**src/rtl/ysyx_25060170_rf.sv**
```systemverilog
// ysyx_25060170_rf: 32 x 32-bit register file with per-register pending
// (scoreboard) counters for in-flight writebacks.
// Optional write-to-read forwarding is enabled by defining the macro
// YSYX_25060170_RF_BYPASS_EN. The default build, with the macro undefined,
// returns only stored values.
module ysyx_25060170_rf (
  input  logic        clk,
  input  logic        rst,
  input  logic        wb_valid_i,
  input  logic [4:0]  wb_addr_i,
  input  logic [31:0] wb_data_i,
  output logic        wb_ready_o,
  input  logic [4:0]  rs1_addr_i,
  input  logic [4:0]  rs2_addr_i,
  output logic [31:0] rs1_data_o,
  output logic [31:0] rs2_data_o,
  output logic        rs1_busy_o,
  output logic        rs2_busy_o,
  input  logic        issue_en_i,
  input  logic [4:0]  issue_rd_i,
  output logic        issue_stall_o
);

  // Flattened views of every register and counter; entry 0 is tied to zero.
  logic [31:0] data_view [32];
  logic [1:0]  cnt_view  [32];

  logic guard_reg;
  logic ready_reg;
  logic wb_acc;
  logic issue_acc;
  logic wb_hits_rd;

  assign wb_ready_o = ready_reg;
  assign wb_acc     = wb_valid_i && ready_reg;
  assign wb_hits_rd = wb_acc && (wb_addr_i == issue_rd_i);

  // A saturated destination stalls unless a writeback retires one of its
  // pending entries in the same cycle, which frees the slot.
  assign issue_stall_o = issue_en_i && (cnt_view[issue_rd_i] == 2'd3) && !wb_hits_rd;
  assign issue_acc     = issue_en_i && !issue_stall_o && (issue_rd_i != 5'd0);

  // Ready comes up two edges after reset release; guard_reg is the one-cycle guard.
  always_ff @(posedge clk or posedge rst) begin
    if (rst) begin
      guard_reg <= 1'b0;
      ready_reg <= 1'b0;
    end else begin
      guard_reg <= 1'b1;
      ready_reg <= guard_reg;
    end
  end

  assign data_view[0] = 32'd0;
  assign cnt_view[0]  = 2'd0;

  genvar gi;
  generate
    for (gi = 1; gi < 32; gi = gi + 1) begin : g_reg
      logic [31:0] data_reg;
      logic [1:0]  cnt_reg;
      logic        wr_hit;
      logic        inc_hit;

      assign wr_hit  = wb_acc && (wb_addr_i == 5'(gi));
      assign inc_hit = issue_acc && (issue_rd_i == 5'(gi));

      // Register storage: written on every accepted writeback to this index.
      always_ff @(posedge clk or posedge rst) begin
        if (rst) begin
          data_reg <= 32'd0;
        end else if (wr_hit) begin
          data_reg <= wb_data_i;
        end
      end

      // Pending counter: issue increments, writeback decrements (floored at 0),
      // both at once cancel out.
      always_ff @(posedge clk or posedge rst) begin
        if (rst) begin
          cnt_reg <= 2'd0;
        end else begin
          case ({inc_hit, wr_hit})
            2'b10:   cnt_reg <= cnt_reg + 2'd1;
            2'b01:   cnt_reg <= (cnt_reg != 2'd0) ? cnt_reg - 2'd1 : 2'd0;
            default: cnt_reg <= cnt_reg;
          endcase
        end
      end

      assign data_view[gi] = data_reg;
      assign cnt_view[gi]  = cnt_reg;
    end
  endgenerate

`ifdef YSYX_25060170_RF_BYPASS_EN
  logic rs1_fwd;
  logic rs2_fwd;

  assign rs1_fwd = wb_acc && (wb_addr_i != 5'd0) && (wb_addr_i == rs1_addr_i);
  assign rs2_fwd = wb_acc && (wb_addr_i != 5'd0) && (wb_addr_i == rs2_addr_i);

  // Read ports forward same-cycle writeback data; the last pending entry
  // retiring this cycle is no longer reported busy.
  always_comb begin
    rs1_data_o = rs1_fwd ? wb_data_i : data_view[rs1_addr_i];
    rs2_data_o = rs2_fwd ? wb_data_i : data_view[rs2_addr_i];
    rs1_busy_o = (cnt_view[rs1_addr_i] != 2'd0) && !(rs1_fwd && (cnt_view[rs1_addr_i] == 2'd1));
    rs2_busy_o = (cnt_view[rs2_addr_i] != 2'd0) && !(rs2_fwd && (cnt_view[rs2_addr_i] == 2'd1));
  end
`else
  // Read ports return stored state only; writes become visible next cycle.
  always_comb begin
    rs1_data_o = data_view[rs1_addr_i];
    rs2_data_o = data_view[rs2_addr_i];
    rs1_busy_o = (cnt_view[rs1_addr_i] != 2'd0);
    rs2_busy_o = (cnt_view[rs2_addr_i] != 2'd0);
  end
`endif

endmodule
```
**config.mk**
```make
export PLATFORM = sky130hd
export DESIGN_NAME = ysyx_25060170_rf
export DESIGN_NICKNAME = d
export VERILOG_FILES = /design/src/rtl/ysyx_25060170_rf.sv
export SDC_FILE = /design/constraint.sdc
export NUM_CORES = 2
export LEC_CHECK = 0
export CAP_MARGIN = 40
export CELL_PAD_IN_SITES_DETAIL_PLACEMENT = 1
export CELL_PAD_IN_SITES_GLOBAL_PLACEMENT = 1
export CORE_ASPECT_RATIO = 0.75
export CORE_UTILIZATION = 45
export DETAILED_ROUTE_END_ITERATION = 6
export GPL_ROUTABILITY_DRIVEN = 0
export PLACE_DENSITY_LB_ADDON = 0.3
export SYNTH_ARGS = -nofsm -noshare
export SYNTH_HDL_FRONTEND = slang
export SYNTH_SLANG_ARGS = --single-unit
export TNS_END_PERCENT = 1
```
**constraint.sdc**
```tcl
create_clock -name clk -period 100.8 [get_ports clk]
set_input_delay 15.12 -clock clk [delete_from_list [all_inputs] [get_ports clk]]
set_output_delay 15.12 -clock clk [all_outputs]
set_load 0.005 [all_outputs]
```
==> results.txt <==
----------------------------------------------------
[Run status]
  Outcome ... completed

[Power and ir drop]
  Net Sw Frac ... between 20 and 30%
  Overall Power ... 1.21 mW
  Switching power ... 0.339 mW
  Leak Pwr ... 28.8 nW
  VDD IR-drop max ... 0.0000125 V
  Pwr Density ... 18.4 nW/µm²
  Internal power consumption ... 0.875 mW
  Clock network power share ... between 30 and 40%
  Logic gate share of total power ... 20.0%
  Power share of the sequential group ... between 40% and 50%

[Timing]
  Ratio of final minimum period to clock period ... 34.1%
  Post-layout minimum cycle time ... 34360 ps
  Transition time at the pin with the least slew margin ... 1050 ps
  Top achievable clock speed ... ~29 MHz
  Post-Route Skew ... ~17 ps
  Remaining max-slew budget at the tightest pin ... 30.3%
  Count of final max-slew check failures ... 0
  Setup Viol. Count Final ... 0
  Setup TNS Final ... 0 ps
  Final Hold Viols ... 0
  Setup repair after global routing missed its margin ... no

[Min path]
  Class of the tightest hold or removal check ... reg -> reg

[Floorplanning]
  I/O Pins ... 124
  Row Count ... 114
  Die Height ... 314 µm
  Die width ... around 420 µm
  Die area ... around 130000 µm²
  Starting Density ... 45.4%
  Core Region ... 129000 µm²

[Drt]
  Vias per Instance ... ~6.5
  DR pass1 iterations ... 5
  DRC ... 0
  Number of antenna-violating nets in the routed design ... 0
  Via count ... 36400
  Initial DRC Count ... 2722
  Sum of routed wire length over all layers ... around 180000 µm
  DR WL/cell ... 31.6 µm

[Clocking]
  CTS tree ... done
  Post-CTS setup buffers ... 0
  Cell at the root of the clock tree ... sky130_fd_sc_hd__clkbuf_16
  CTS H-Tree Depth ... 3
  Number of buffers between clock root and the deepest sink ... 3
  Number of CTS-inserted buffers ... 108
  CTS clock-pin slew for the worst setup and hold paths ... about 60 ps
  # hold bufs at CTS ... 0
  Post-cts sizing count ... 0
  Clock sink count ... approximately 1100
  Clock latency on the worst-skew pair ... 750 ps

[Place]
  Number of buffer cells added on primary ports ... 123
  Estimated wirelength of the detail-placed design ... 104000 µm

[Setup path]
  Type of element capturing the critical path ... output port
  Critical path arrival ... 19240 ps
  Setup crit end ... rs2_data_o[3]
  FF-to-FF path depth ... 8
  Critical R2R Capture ... g_reg[30].cnt_reg[0]
  Crit path launch type ... input pin
  Data required time of the critical path ... roughly 86000 ps
  Internal reg-to-reg setup slack ... just under 100000 ps
  Critical path class ... in -> out
  Worst flop-to-flop path startpoint ... wb_ready_o
  Crit path launch ... rs2_addr_i[0]
  Maximum fanout count along the critical path ... between 80 and 90

[Yosys]
  Top flip-flop cell by instance count after synthesis ... sky130_fd_sc_hd__dfrtp_1
  Cell area after synthesis ... 58500 µm²
  Cell type with the largest total area after synthesis ... sky130_fd_sc_hd__dfrtp_1
  Number of flops mapped to enable cells by yosys ... 0
  Syn nets ... 3992
  Biggest area contributors in the synthesized netlist ... sky130_fd_sc_hd__dfrtp_1, sky130_fd_sc_hd__mux4_2, sky130_fd_sc_hd__mux2_2
  Share of the synthesized area in the top cell type ... 45.2%
  Async set or reset register ratio after synthesis ... 100%
  Count of warnings emitted by yosys ... 0
  Count of cell types in the netlist ... 36
  FF+latch count, synth ... 1056
  Share of the yosys chip area belonging to registers ... 45.2%
  Average cell area after synthesis ... 15.2 µm²
  Gate count of the mapped netlist ... slightly below 4000

[Run]
  Max_cap viols ... 0

[Global route]
  Maximum number of pins on one net before global-route repair ... 168
  Wire length of the first global-routing pass ... 272000 µm
  Overflow left after global routing ... 0
  Global routing met2 resource utilization ... 44.1%
  Global-route track usage on met1 ... about two fifths
  Global router's overall resource usage ... between 20 and 30%
  Most congested layer reported by global routing ... met2
  Vias in the first global route ... between 30000 and 40000
  Initial antenna violation count ... 4
  Met3 routing resource usage after global routing ... 3.95%

[Final layout]
  Share of final-layout standard cells stronger than drive strength 1 ... 52.3%
  Total number of nets in the final design ... 3957
  # fillers ... 12100
  Layout overhead on the synthesized area ... 12.7%
  Largest register FFs ... about 990
  Final core utilization ... 51.1%

----------------------------------------------------
==> worst max-delay path: stages <==
cell and delay (ps):
sky130_fd_sc_hd__buf_8 640, sky130_fd_sc_hd__buf_4 750, sky130_fd_sc_hd__buf_4 430, sky130_fd_sc_hd__buf_16 320, sky130_fd_sc_hd__mux4_2 540, sky130_fd_sc_hd__mux4_2 520
sky130_fd_sc_hd__mux2_2 310, sky130_fd_sc_hd__clkdlybuf4s50_1 450
==> through the flow <==
stage	instance area, µm²	hold slack, ps	cells	setup slack (ps)
final	65900	353	5640	66440
after global placement	61000	333	5381	66100
after global routing	65900	367	5639	66170
after floorplan	58500	331	3843	55960
after detailed placement	62200	345	5437	66320
after CTS	65900	359	5636	66320
==> cell usage after synthesis (5+ instances only) <==
master and instances:
sky130_fd_sc_hd__a21oi_1 28, sky130_fd_sc_hd__nor3b_1 34, sky130_fd_sc_hd__nor3_1 56, sky130_fd_sc_hd__buf_2 57, sky130_fd_sc_hd__or2_2 11, sky130_fd_sc_hd__nor2_1 46, sky130_fd_sc_hd__nand2_1 140, sky130_fd_sc_hd__buf_1 64
sky130_fd_sc_hd__inv_1 59, sky130_fd_sc_hd__nor2b_1 10, sky130_fd_sc_hd__mux2i_1 18, sky130_fd_sc_hd__nand4_1 5, sky130_fd_sc_hd__a211oi_1 31, sky130_fd_sc_hd__o21ai_0 35, sky130_fd_sc_hd__clkbuf_1 237, sky130_fd_sc_hd__a22o_1 64
sky130_fd_sc_hd__mux4_2 598, sky130_fd_sc_hd__buf_4 25, sky130_fd_sc_hd__ha_1 93, sky130_fd_sc_hd__mux2_2 1106, sky130_fd_sc_hd__dfrtp_1 1056, sky130_fd_sc_hd__nand3_1 35, sky130_fd_sc_hd__a22oi_1 6
==> area by class of cell <==
cell class	instances	area (µm²)	share of cell area (%)
diodes	3	7.51	0.0114
clock buffers	154	3060	4.64
clock inverters	45	662	1.00
inverters	59	229	0.348
multi-input cells	2341	30400	46.1
flip-flops and latches	1056	26400	40.1
well taps	1740	2180	3.30
repair buffers	242	2980	4.52
==> logic make-up (layout without fill, tap and decap cells) <==
family | after synthesis | after routing | synth area share, %
buf+inv | 446 | 500 | 3.20
compound gates | 172 | 172 | 2.09
fa+ha+maj | 93 | 93 | 1.99
simple gates | 348 | 348 | 2.81
mux | 1722 | 1722 | 44.6
xor+xnor | 5 | 5 | 0.0749
flops | 1056 | 1056 | 45.2
other cells | 1 | 4 | 0.00641
==> worst min-delay path by stage <==
stage | start | endpoint | slack, ps | cells past startpoint
finish | guard_reg | wb_ready_o | 350 | 0
detailed placement | guard_reg | wb_ready_o | 350 | 0
floorplan | guard_reg | wb_ready_o | 330 | 0
CTS | guard_reg | wb_ready_o | 360 | 0
global placement | guard_reg | wb_ready_o | 330 | 0
global route | guard_reg | wb_ready_o | 370 | 0
==> power groups by stage <==
stage	combinational, mW	clock [mW]	sequential [mW]
2_1_floorplan	0.181	0	0.528
3_3_place_gp	0.229	0	0.541
3_5_place_dp	0.243	0	0.547
4_1_cts	0.245	0.437	0.540
5_1_grt	0.263	0.453	0.550
6_report	0.243	0.430	0.541
==> per-layer routing <==
layer / up-vias / part of all wire [%]
met5: - / 0
met4: 0 / 3.5
met3: 318 / 5.1
met2: 1102 / 47
met1: 20200 / 44
li1: 14800 / -
==> placed cells by master (no fill, tap or decap), types with 26 or more instances in the layout <==
master                            instances
sky130_fd_sc_hd__mux2_2                1106
sky130_fd_sc_hd__dfrtp_1               1056
sky130_fd_sc_hd__mux4_2                 598
sky130_fd_sc_hd__nand2_1                140
sky130_fd_sc_hd__clkdlybuf4s50_1        113
sky130_fd_sc_hd__clkbuf_16              108
sky130_fd_sc_hd__ha_1                    93
sky130_fd_sc_hd__a22o_1                  64
sky130_fd_sc_hd__buf_4                   60
sky130_fd_sc_hd__inv_1                   57
sky130_fd_sc_hd__nor3_1                  56
sky130_fd_sc_hd__nand3_1                 35
sky130_fd_sc_hd__o21ai_0                 35
sky130_fd_sc_hd__nor3b_1                 34
sky130_fd_sc_hd__a211oi_1                31
sky130_fd_sc_hd__a21oi_1                 28
sky130_fd_sc_hd__clkbuf_1                28
sky130_fd_sc_hd__nor2_1                  26
sky130_fd_sc_hd__buf_8                   26
Power figures use the tool's default switching activity.
